$ cat config.mk
export PLATFORM = sky130hd
export DESIGN_NAME = fir_tap_delay_line
export DESIGN_NICKNAME = d
export VERILOG_FILES = /design/src/rtl/fir_pkg.sv /design/src/rtl/fir_tap_reg.sv /design/src/rtl/fir_tap_delay_line.sv
export SDC_FILE = /design/constraint.sdc
export NUM_CORES = 1
export LEC_CHECK = 0
export ABC_AREA = 1
export CAP_MARGIN = 10
export CORE_MARGIN = 2
export CORE_UTILIZATION = 41
export CTS_CLUSTER_SIZE = 30
export DETAILED_ROUTE_END_ITERATION = 6
export PLACE_DENSITY = 0.77
export SLEW_MARGIN = 20
export SYNTH_ARGS = -nofsm -noshare
export SYNTH_HDL_FRONTEND = slang
export SYNTH_SLANG_ARGS = --single-unit
$ cat constraint.sdc
create_clock -name clk -period 1.75 [get_ports clk]
set_clock_uncertainty 0.2 [all_clocks]
set_input_delay 0.4375 -clock clk [delete_from_list [all_inputs] [get_ports clk]]
set_output_delay 0.4375 -clock clk [all_outputs]
set_load 0.03 [all_outputs]
$ cat src/rtl/fir_pkg.sv
// Shared definitions for the FIR sample delay line: default width, fill state
// encoding and the flattened tap slice helper.
package fir_pkg;

  localparam int unsigned DEFAULT_DATAWIDTH = 16;

  typedef enum logic [1:0] {
    StEmpty,
    StFilling,
    StPrimed
  } fill_state_e;

  // LSB position of tap idx within the flattened taps_out bus.
  function automatic int unsigned tap_lsb(input int unsigned idx, input int unsigned width);
    return idx * width;
  endfunction

endpackage

$ cat src/rtl/fir_tap_reg.sv
// One signed delay-line stage: async reset, synchronous clear, load enable.
module fir_tap_reg
  import fir_pkg::*;
#(
  parameter int unsigned DATAWIDTH = DEFAULT_DATAWIDTH
) (
  input  logic                        clk,
  input  logic                        rst,
  input  logic                        clr,
  input  logic                        load,
  input  logic signed [DATAWIDTH-1:0] d,
  output logic signed [DATAWIDTH-1:0] q
);

  logic signed [DATAWIDTH-1:0] q_q;

  // Clear wins over load so a flushed sample never enters the chain.
  always_ff @(posedge clk or posedge rst) begin
    if (rst) begin
      q_q <= '0;
    end else if (clr) begin
      q_q <= '0;
    end else if (load) begin
      q_q <= d;
    end
  end

  assign q = q_q;

endmodule

$ cat src/rtl/fir_tap_delay_line.sv
// TAPS-deep load-gated sample delay line with parallel tap outputs and fill
// tracking so downstream accumulation waits until the chain is full.
module fir_tap_delay_line
  import fir_pkg::*;
#(
  parameter int unsigned DATAWIDTH = DEFAULT_DATAWIDTH,
  parameter int unsigned TAPS      = 3,
  localparam int unsigned CNT_W    = $clog2(TAPS + 1)
) (
  input  logic                        clk,
  input  logic                        rst,
  input  logic signed [DATAWIDTH-1:0] din,
  input  logic                        shift_en,
  input  logic                        flush,
  output logic [TAPS*DATAWIDTH-1:0]   taps_out,
  output logic [CNT_W-1:0]            fill_cnt,
  output logic                        primed,
  output logic                        shift_valid
);

  logic                        shift;
  logic signed [DATAWIDTH-1:0] tap_q [TAPS];

  fill_state_e      state_q, state_d;
  logic [CNT_W-1:0] fill_cnt_q, fill_cnt_d;
  logic             shift_valid_q;

  assign shift = shift_en & ~flush;

  for (genvar k = 0; k < TAPS; k++) begin : g_tap
    logic signed [DATAWIDTH-1:0] tap_d;

    if (k == 0) begin : g_head
      assign tap_d = din;
    end else begin : g_body
      assign tap_d = tap_q[k-1];
    end

    fir_tap_reg #(
      .DATAWIDTH(DATAWIDTH)
    ) u_tap (
      .clk (clk),
      .rst (rst),
      .clr (flush),
      .load(shift),
      .d   (tap_d),
      .q   (tap_q[k])
    );

    assign taps_out[tap_lsb(k, DATAWIDTH) +: DATAWIDTH] = tap_q[k];
  end

  always_comb begin
    state_d    = state_q;
    fill_cnt_d = fill_cnt_q;
    if (flush) begin
      state_d    = StEmpty;
      fill_cnt_d = '0;
    end else if (shift_en) begin
      unique case (state_q)
        StEmpty: begin
          state_d    = StFilling;
          fill_cnt_d = CNT_W'(1);
        end
        StFilling: begin
          if (fill_cnt_q == CNT_W'(TAPS - 1)) begin
            state_d    = StPrimed;
            fill_cnt_d = CNT_W'(TAPS);
          end else begin
            fill_cnt_d = fill_cnt_q + CNT_W'(1);
          end
        end
        StPrimed: begin
          // Saturate: further shifts only move data, the count stays at TAPS.
          state_d    = StPrimed;
          fill_cnt_d = CNT_W'(TAPS);
        end
        default: begin
          state_d    = StEmpty;
          fill_cnt_d = '0;
        end
      endcase
    end
  end

  always_ff @(posedge clk or posedge rst) begin
    if (rst) begin
      state_q       <= StEmpty;
      fill_cnt_q    <= '0;
      shift_valid_q <= 1'b0;
    end else begin
      state_q       <= state_d;
      fill_cnt_q    <= fill_cnt_d;
      shift_valid_q <= shift;
    end
  end

  assign fill_cnt    = fill_cnt_q;
  assign primed      = (state_q == StPrimed);
  assign shift_valid = shift_valid_q;

endmodule

==> results of run 1 <==
## sequential cells by signal, summed over array words and instances (netlist names)
signal / count
fill_cnt: 2
g_tap.u_tap.q: 48
shift_valid: 1
state_q: 2
## final timing paths
| path | to | slack [ns] | cells after the start | start |
|---|---|---|---|---|
| min reg2reg | g_tap[2].u_tap.q[7]$_DFFE_PP0P_ | 0.28 | 2 | g_tap[2].u_tap.q[7]$_DFFE_PP0P_ |
| max | taps_out[36] | 0.04 | 1 | g_tap[2].u_tap.q[4]$_DFFE_PP0P_ |
| max in group asynchronous | state_q[1]$_DFFE_PP0P_ | 0.75 | 3 | rst |
| min in group asynchronous | g_tap[0].u_tap.q[6]$_DFFE_PP0P_ | 0.35 | 3 | rst |
| min | g_tap[2].u_tap.q[7]$_DFFE_PP0P_ | 0.28 | 2 | g_tap[2].u_tap.q[7]$_DFFE_PP0P_ |
| max reg2reg | fill_cnt[1]$_DFFE_PP0P_ | 0.36 | 6 | state_q[1]$_DFFE_PP0P_ |
## power groups by stage
| stage | Sequential, mW | Clock, mW | Combinational (mW) |
|---|---|---|---|
| 6_report | 1.30 | 0.846 | 0.453 |
| 5_1_grt | 1.31 | 0.922 | 0.495 |
| 4_1_cts | 1.30 | 0.877 | 0.454 |
| 3_5_place_dp | 1.33 | 0 | 0.472 |
| 3_3_place_gp | 1.33 | 0 | 0.468 |
| 2_1_floorplan | 1.42 | 0 | 0.181 |
## synthesized netlist by cell type, drive strengths merged
| cell | instances |
|---|---|
| nand3 | 5 |
| ha | 6 |
| inv | 42 |
| o22ai | 16 |
| o21ai | 33 |
| dfrtp | 53 |
| buf | 8 |
| nand2 | 47 |
| nor2 | 4 |
## cell usage in the layout, fill, tap and decap left out
cell type	instances
nand2_2	1
buf_4	6
inv_6	1
bufinv_16	1
clkbuf_1	1
clkbuf_8	6
inv_2	1
clkinvlp_4	1
buf_6	1
ha_4	1
dfrtp_1	52
ha_1	5
buf_12	5
nor2_1	3
clkdlybuf4s15_1	6
nand2_1	45
o22ai_2	2
inv_1	38
clkdlybuf4s50_1	19
o21ai_2	14
inv_4	1
dfrtp_2	1
o22ai_1	14
dlygate4sd2_1	45
o21ai_1	9
nand3_1	5
nor2_4	1
nand2_4	1
o21ai_0	10
## per-layer routing
layer | vias up | track usage, %
li1 | 837 | -
met1 | 814 | 21.0
met2 | 42 | 28.1
met3 | 2 | 3.60
met4 | 0 | 4.82
met5 | - | 0
## kinds of logic (layout without fill, tap and decap cells)
family	after synthesis	in the layout	share of synthesized area (%)
buf+inv	50	132	11.3
simple gates	56	56	10.6
compound gates	49	49	14.9
flops	53	53	59.8
fa+ha+maj	6	6	3.39
## timing repair
item	in CTS	in global routing
setup buffers	1	0
gates cloned	0	0
resized for setup	54	8
setup endpoints to repair	52	7
endpoints found under the hold margin	0	0
## final cells by class
class                   count  area (um^2)
clock buffers               7         86.3
clock inverters             1         30.0
fillers                   468         2020
inverters                  42          169
multi-input cells         111          652
flip-flops and latches     53         1330
well taps                  70         87.6
repair buffers             82          801
==> flow_metrics.py, run 1 <==
metrics = {
    "grt": {
        "grt_usage_pct": 16.4,
        "grt_max_degree": 54,
        "gr-total-overflow": 0,
        "antenna_found_initial": 0,
        "grt_pass1_wl_um": 7910,
        "grt_pass1_vias": 1740,
    },
    "floorplan": {
        "die_y_um": 77.5,
        "floorplan.rows": 26,
        "core_mm2": 0.00517,
        "dieWidth_um": 77.5,
        "ios": 72,
        "start_util_pct": 42.9,
        "die-area_mm2": 0.00601,
    },
    "critical_path": {
        "end_kind": "output port",
        "cp_num_buf_inv": 1,
        "cp.required_ns": 1.11,
        "slowest_stage": "dlygate4sd2_1",
        "slowest_delay_ns": 0.42,
        "worstPathCellList": "dlygate4sd2_1",
        "cp.arrival_ns": 1.07,
        "startpoint_type": "flip-flop",
        "critical_path_class": "flip-flop to output port",
        "cp_max_fo": 2,
        "critPathTopFamily": "buffers and inverters",
    },
    "routing": {
        "wl_um": 4670,
        "routedLengthMet1_um": 2090,
        "vias": 1695,
        "first_pass_iters": 4,
        "drt_iter0_drc": 58,
        "postRouteAntennaNets": 0,
        "top_layer": "met4",
        "vias_per_cell": 4.63,
        "wl_met2_um": 2320,
        "drc": 0,
        "wl_met3_um": 244,
        "routedWlPerCell_um": 12.8,
    },
    "clocking": {
        "root_buffer": "clkbuf_8",
        "numCtsBuffers": 5,
        "cts_tree": "yes",
        "postCtsHoldBufs": 0,
        "clk_pin_slew_worst_paths_ns": 0.09,
        "cts_buffer_depth": 2,
        "htreeDepth": 2,
        "clk-insertion-delay-late_ns": 0.29,
        "cts.sinks": 53,
    },
    "layout": {
        "design_area_mm2": 0.00315,
        "final_core_util_pct": 61.0,
        "finalNonFillerCells": 366,
        "drive_above_1_share_pct": 14.9,
        "area_growth_pct": 42.2,
        "final_nets": 321,
        "diodes": 0,
    },
    "power_and_ir_drop": {
        "combPwrFrac_pct": 17.4,
        "swShare_pct": 26.3,
        "finalPower_mw": 2.60,
        "p_int_mw": 1.92,
        "peakVddDrop_v": 0.000457,
        "power_frac_seq_pct": 50.1,
        "pwr-share-clk_pct": 32.5,
        "powerDensity_mw_per_mm2": 825,
        "power_leakage_nw": 1.61,
        "p_sw_mw": 0.685,
    },
    "hold_path": {
        "hold_class": "flip-flop to flip-flop",
    },
    "placement": {
        "gp_congestion": 0.748,
        "dp_slack_ns": -0.0442,
        "dpl.hpwl_um": 3220,
        "io_buffers": 71,
        "dpl_cell_area_mm2": 0.00307,
        "dp.cells": 357,
    },
    "synthesis": {
        "ys_top_cells_by_area": "dfrtp_1, nand2_1, inv_1",
        "netlist_area_mm2": 0.00222,
        "syn_avg_cell_area_um2": 10.4,
        "synth_seq_cells": 53,
        "synth_top_area_share_pct": 59.8,
        "synthCells": 214,
        "syn_nets": 240,
        "synth-seq-area-share_pct": 59.8,
        "ys_warn_count": 0,
        "synth.distinct_cells": 18,
        "synth_area_leader_cell": "dfrtp_1",
    },
    "timing": {
        "drv_slew": 0,
        "clock.fmax_mhz": 585,
        "finalHoldViolations": 0,
        "hold_ws_ns": 0.285,
        "rsz0062_at_grt": "yes",
        "worst_slew_pin_slew_ns": 0.351,
        "relSlewSlack_pct": 76.7,
        "setup_violations": 0,
        "min_period_over_period_pct": 97.7,
        "setup_tns_ns": 0,
        "period_minus_slack_ns": 1.71,
        "fin_ws_ns": 0.0410,
    },
    "outcome": {
        "status": "finished, final reports clean",
    },
    "run": {
        "max_cap_violations": 0,
    },
}
No activity file was read; power rests on OpenSTA's default activity.
==> run 2: changes to the inputs <==
--- a/config.mk
+++ b/config.mk
@@ -5,13 +5,12 @@
 export SDC_FILE = /design/constraint.sdc
 export NUM_CORES = 1
 export LEC_CHECK = 0
-export ABC_AREA = 1
 export CAP_MARGIN = 10
 export CORE_MARGIN = 2
-export CORE_UTILIZATION = 41
-export CTS_CLUSTER_SIZE = 30
+export CORE_UTILIZATION = 42
 export DETAILED_ROUTE_END_ITERATION = 6
-export PLACE_DENSITY = 0.77
+export GPL_TIMING_DRIVEN = 0
+export PLACE_DENSITY = 0.78
 export SLEW_MARGIN = 20
 export SYNTH_ARGS = -nofsm -noshare
 export SYNTH_HDL_FRONTEND = slang
==> flow_metrics.py, run 2 <==
metrics = {
    "clocking": {
        "numCtsBuffers": 5,
        "root_buffer": "clkbuf_8",
        "clk_pin_slew_worst_paths_ns": 0.09,
        "htreeDepth": 2,
        "cts_tree": "yes",
        "postCtsHoldBufs": 0,
        "cts.sinks": 53,
        "clk-insertion-delay-late_ns": 0.30,
        "cts_buffer_depth": 2,
    },
    "layout": {
        "final_cell_mix": "dfrtp_1, mux2i_1, nor2_1",
        "drive_above_1_share_pct": 14.5,
        "area_growth_pct": 36.8,
        "diodes": 0,
        "largest_reg_flops": 48,
        "layout_commonest_cell": "dfrtp_1",
        "final_core_util_pct": 59.0,
        "design_area_mm2": 0.00321,
        "final_nets": 294,
    },
    "timing": {
        "fin_ws_ns": 0.00283,
        "clock.fmax_mhz": 572,
        "drv_slew": 0,
        "min_period_over_period_pct": 99.8,
        "worst_slew_pin_slew_ns": 0.567,
        "hold_ws_ns": 0.187,
        "finalHoldViolations": 0,
        "relSlewSlack_pct": 62.2,
        "rsz0062_at_grt": "yes",
        "setup_violations": 0,
        "period_minus_slack_ns": 1.75,
    },
    "routing": {
        "routedWlPerCell_um": 14.4,
        "wl_met3_um": 357,
        "vias_per_cell": 4.72,
        "first_pass_iters": 4,
        "routedLengthMet1_um": 2230,
        "top_layer": "met4",
        "vias": 1609,
        "drc": 0,
        "postRouteAntennaNets": 0,
        "wl_met2_um": 2270,
        "wl_um": 4900,
        "drt_iter0_drc": 46,
    },
    "synthesis": {
        "synth_top_flop_cell": "dfrtp_1",
        "synth.distinct_cells": 18,
        "synth_top_area_share_pct": 56.5,
        "synth-simple-area-share_pct": 10.0,
        "synth_commonest_cells": "dfrtp_1, mux2i_1, nor2_1, ha_1",
        "synth_edf_count": 0,
        "synth_seq_cells": 53,
        "synthCells": 189,
        "syn_nets": 215,
        "synth_area_leader_cell": "dfrtp_1",
        "synth_xor_area_share_pct": 0,
        "synthArstFlopShare_pct": 100,
        "netlist_area_mm2": 0.00235,
        "ys_top_cells_by_area": "dfrtp_1, mux2i_1, nor2_1",
        "ys_warn_count": 0,
        "yosys.area_share.adder_pct": 3.20,
        "synth-seq-area-share_pct": 56.5,
        "synth_compound_area_share_pct": 2.35,
        "syn_avg_cell_area_um2": 12.4,
        "synth_top_family_by_area": "multiplexers",
        "muxShareOfSynthArea_pct": 21.3,
        "synth_most_common_cell": "dfrtp_1",
    },
    "critical_path": {
        "cp.required_ns": 1.11,
        "r2r-end": "fill_cnt[1]$_DFFE_PP0P_",
        "cp.arrival_ns": 1.11,
        "end_kind": "output port",
        "cp-startpoint": "state_q[0]$_DFFE_PP0P_",
        "rr_worst_depth": 5,
        "crit_path_end": "primed",
        "r2r-start": "state_q[1]$_DFFE_PP0P_",
        "startpoint_type": "flip-flop",
        "r2r_setup_slack_ns": 0.20,
        "critical_path_class": "flip-flop to output port",
        "cp_max_fo": 4,
    },
    "floorplan": {
        "die_y_um": 78.8,
        "floorplan.rows": 27,
        "ios": 72,
        "start_util_pct": 43.2,
        "die-area_mm2": 0.00620,
        "core_mm2": 0.00544,
        "dieWidth_um": 78.8,
    },
    "grt": {
        "antenna_found_initial": 0,
        "gr-total-overflow": 0,
        "grt_pass1_wl_um": 8290,
        "grt_max_degree": 34,
        "grt_usage_pct": 17.2,
        "grt_pass1_vias": 1678,
    },
    "run": {
        "max_cap_violations": 0,
    },
    "placement": {
        "dp_slack_ns": -0.294,
        "io_buffers": 69,
        "dpl_cell_area_mm2": 0.00315,
        "gp_congestion": 0.730,
        "dpl.hpwl_um": 3500,
    },
    "outcome": {
        "status": "finished, final reports clean",
    },
    "power_and_ir_drop": {
        "peakVddDrop_v": 0.000385,
        "finalPower_mw": 2.65,
        "powerDensity_mw_per_mm2": 827,
        "power_leakage_nw": 1.68,
    },
    "hold_path": {
        "hold_class": "input pin to flip-flop",
    },
}
run 2: changes by cell type in the layout (fill, tap and decap cells not counted), moves of 27 or more:
| cell | delta |
|---|---|
| mux2i_1 | +50 |
| inv_1 | -35 |
| nand2_1 | -44 |
| nor2_1 | +47 |
| dlygate4sd2_1 | -27 |
run 2: cells by family (layout without fill, tap and decap cells):
family | count (synthesis) | in the layout
AND/OR/NAND/NOR | 57 | 57
AO/OA/AOI/OAI | 6 | 6
adder cells (fa/ha/maj) | 6 | 6
flip-flops | 53 | 53
buffers and inverters | 17 | 97
multiplexers | 50 | 50
run 2: per-layer routing:
metal	up-vias	global-route usage [%]
li1	777	-
met1	776	22.5
met2	51	28.3
met3	5	4.89
met4	0	4.74
met5	-	0
run 2: final cells by class:
class | instances | area, um^2
sequential | 53 | 1330
multi-input combinational | 119 | 878
clock buffer | 7 | 86.3
timing repair buffer | 72 | 639
tap | 72 | 90.1
clock inverter | 1 | 30.0
fill | 468 | 2230
buffer | 12 | 136
inverter | 5 | 22.5
run 2: metrics by stage:
step,setup TNS [ns],instances
global placement,-9.43,330
CTS,-0.0242,339
floorplan,0,189
global route,-0.0353,341
detailed placement,-0.294,331
finish,0,341
run 2: worst min-delay path by stage:
stage	from	to	slack (ns)	cells past startpoint
2_1_floorplan	rst	fill_cnt[0]$_DFFE_PP0P_	0.30	1
3_3_place_gp	g_tap[2].u_tap.q[3]$_DFFE_PP0P_	g_tap[2].u_tap.q[3]$_DFFE_PP0P_	0.30	2
3_5_place_dp	g_tap[2].u_tap.q[9]$_DFFE_PP0P_	g_tap[2].u_tap.q[9]$_DFFE_PP0P_	0.31	2
4_1_cts	flush	shift_valid$_DFF_PP0_	0.18	2
5_1_grt	flush	shift_valid$_DFF_PP0_	0.19	2
6_report	flush	shift_valid$_DFF_PP0_	0.19	2
run 2: what timing repair did:
| action | CTS | global route |
|---|---|---|
| endpoints found under the hold margin | 0 | 0 |
| buffers inserted | 0 | 2 |
| pin swaps | 0 | 1 |
| endpoints found under the setup margin | 52 | 34 |
| gates resized for setup | 64 | 44 |
run 2: worst max-delay path, cell delays in order, from the launching register on:
cell and delay [ns]:
dfrtp_1 0.43, inv_2 0.12, ha_4 0.14, buf_6 0.12
run 2: where the power goes:
group,total [mW],switching [mW],internal [mW]
Sequential,1.32,0.0458,1.28
Combinational,0.488,0.277,0.211
Clock,0.844,0.377,0.467
Total,2.65,0.700,1.95
==> run 3: changes to the inputs <==
--- a/config.mk
+++ b/config.mk
@@ -7,11 +7,10 @@
 export LEC_CHECK = 0
 export CAP_MARGIN = 10
 export CORE_MARGIN = 2
-export CORE_UTILIZATION = 42
+export CORE_UTILIZATION = 35
 export DETAILED_ROUTE_END_ITERATION = 6
 export GPL_TIMING_DRIVEN = 0
-export PLACE_DENSITY = 0.78
-export SLEW_MARGIN = 20
+export PLACE_DENSITY = 0.67
 export SYNTH_ARGS = -nofsm -noshare
 export SYNTH_HDL_FRONTEND = slang
 export SYNTH_SLANG_ARGS = --single-unit
==> flow_metrics.py, run 3 (synthesis results as in run 2) <==
metrics = {
    "routing": {
        "vias_per_cell": 4.63,
        "wl_um": 5050,
        "drt_iter0_drc": 30,
        "postRouteAntennaNets": 0,
        "drc": 5,
        "routedWlPerCell_um": 14.5,
        "first_pass_iters": 7,
        "vias": 1606,
    },
    "grt": {
        "antenna_found_initial": 0,
        "grt_pass1_vias": 1577,
        "grt_max_degree": 54,
        "grt_usage_pct": 14.3,
        "grt_pass1_wl_um": 8170,
        "gr-total-overflow": 0,
    },
    "timing": {
        "period_minus_slack_ns": 1.72,
        "setup_violations": 0,
        "rsz0062_at_grt": "yes",
        "worst_slew_pin_slew_ns": 0.569,
        "finalHoldViolations": 0,
        "clock.fmax_mhz": 583,
        "hold_ws_ns": 0.199,
        "min_period_over_period_pct": 98.1,
        "drv_slew": 0,
        "relSlewSlack_pct": 62.0,
    },
    "hold_path": {
        "min_from": "flush",
        "worstHoldPathCells": 2,
        "min_to": "shift_valid$_DFF_PP0_",
        "hold_class": "input pin to flip-flop",
    },
    "layout": {
        "area_growth_pct": 33.8,
        "drive_above_1_share_pct": 20.0,
        "largest_reg_flops": 48,
        "layout_commonest_cell": "dfrtp_1",
        "design_area_mm2": 0.00314,
        "final_cell_mix": "dfrtp_1, mux2i_1, nor2_1",
        "final_nets": 295,
        "diodes": 0,
        "finalNonFillerCells": 347,
    },
    "power_and_ir_drop": {
        "peakVddDrop_v": 0.000375,
        "powerDensity_mw_per_mm2": 792,
        "power_leakage_nw": 1.63,
    },
    "critical_path": {
        "slowest_delay_ns": 0.47,
        "r2r-end": "fill_cnt[1]$_DFFE_PP0P_",
        "worstPathCellList": "ha_4 > buf_6",
        "cp.required_ns": 1.11,
        "cp-startpoint": "state_q[1]$_DFFE_PP0P_",
        "slowest_stage": "dfrtp_2",
        "cp_max_fo": 6,
        "cp.arrival_ns": 1.08,
        "critical_path_class": "flip-flop to output port",
        "rr_worst_depth": 5,
        "r2r-start": "state_q[1]$_DFFE_PP0P_",
        "r2r_setup_slack_ns": 0.19,
        "startpoint_type": "flip-flop",
        "end_kind": "output port",
    },
    "placement": {
        "gp_congestion": 0.686,
        "io_buffers": 69,
        "dpl.hpwl_um": 3500,
        "dp.cells": 335,
        "dpl_cell_area_mm2": 0.00314,
    },
    "clocking": {
        "numCtsBuffers": 5,
        "clk_pin_slew_worst_paths_ns": 0.09,
        "root_buffer": "clkbuf_8",
        "cts_buffer_depth": 2,
        "postCtsHoldBufs": 0,
        "cts.sinks": 53,
        "htreeDepth": 2,
        "clk-insertion-delay-late_ns": 0.30,
        "cts_tree": "yes",
    },
    "outcome": {
        "violations": "design-rule violations",
        "status": "complete, but fails checks",
    },
    "floorplan": {
        "core_mm2": 0.00642,
        "floorplan.rows": 29,
        "ios": 72,
        "dieWidth_um": 85.9,
        "die-area_mm2": 0.00738,
        "die_y_um": 85.9,
        "start_util_pct": 36.5,
    },
    "run": {
        "max_cap_violations": 0,
    },
}
-- run 3: cell count changes in the layout (fill, tap and decap cells not counted), sizes merged --
cell,change
clkbuf,+13
dlygate4sd2,-13
buf,+1
bufinv,-1
clkdlybuf4s15,-1
clkinv,+1
inv,+1
-- run 3: per-stage QoR --
step / setup slack [ns] / utilization [%] / power, mW / setup TNS [ns]
floorplan: 0.156 / - / 1.66 / 0
global placement: -0.281 / 48.9 / 1.84 / -10.89
detailed placement: -0.278 / 48.9 / 1.85 / -10.73
CTS: -0.0249 / 49.7 / 2.52 / -0.0249
global route: -0.0135 / 48.9 / 2.63 / -0.0135
finish: 0.0335 / 48.9 / 2.49 / 0
-- run 3: worst max path at each step --
| stage | slack [ns] | cells after the start | endpoint |
|---|---|---|---|
| 2_1_floorplan | 0.16 | 5 | fill_cnt[1]$_DFFE_PP0P_ |
| 3_3_place_gp | -0.28 | 3 | primed |
| 3_5_place_dp | -0.28 | 3 | primed |
| 4_1_cts | -0.02 | 3 | primed |
| 5_1_grt | -0.01 | 3 | primed |
| 6_report | 0.03 | 2 | primed |
-- run 3: power breakdown --
group / leakage, nW / switching (mW) / internal [mW]
Clock: 0.0456 / 0.386 / 0.286
Sequential: 0.719 / 0.0465 / 1.28
Combinational: 0.866 / 0.280 / 0.214
-- run 3: layout make-up --
cell class              instances  area (um^2)
well taps                      77         96.3
clock inverters                 2         13.8
multi-input cells             119          878
clock buffers                   6         72.6
fillers                       630         3280
inverters                       5         22.5
repair buffers                 73          593
plain buffers                  12          136
flip-flops and latches         53         1330
-- run 3: metal layers --
metal  vias to the layer above  routed length, um  global-route usage (%)
met2                        55               2350                    21.6
met4                         0                 22                    3.90
met3                         2                326                    4.62
met5                         -                  0                       0
li1                        785                  -                       -
met1                       764               2350                    19.8
-- run 3: worst max-delay path: cells and delay by family (launching register included) --
kind,cells,cell delay (ns)
fa+ha+maj,1,0.18
buf+inv,1,0.13
flops,1,0.47
-- run 3: timing repair --
action                     CTS  global route
pin swaps                    0             1
cloned                       0             0
gates resized for setup     75            60
setup endpoints to repair   52            47
buffers inserted             0             3
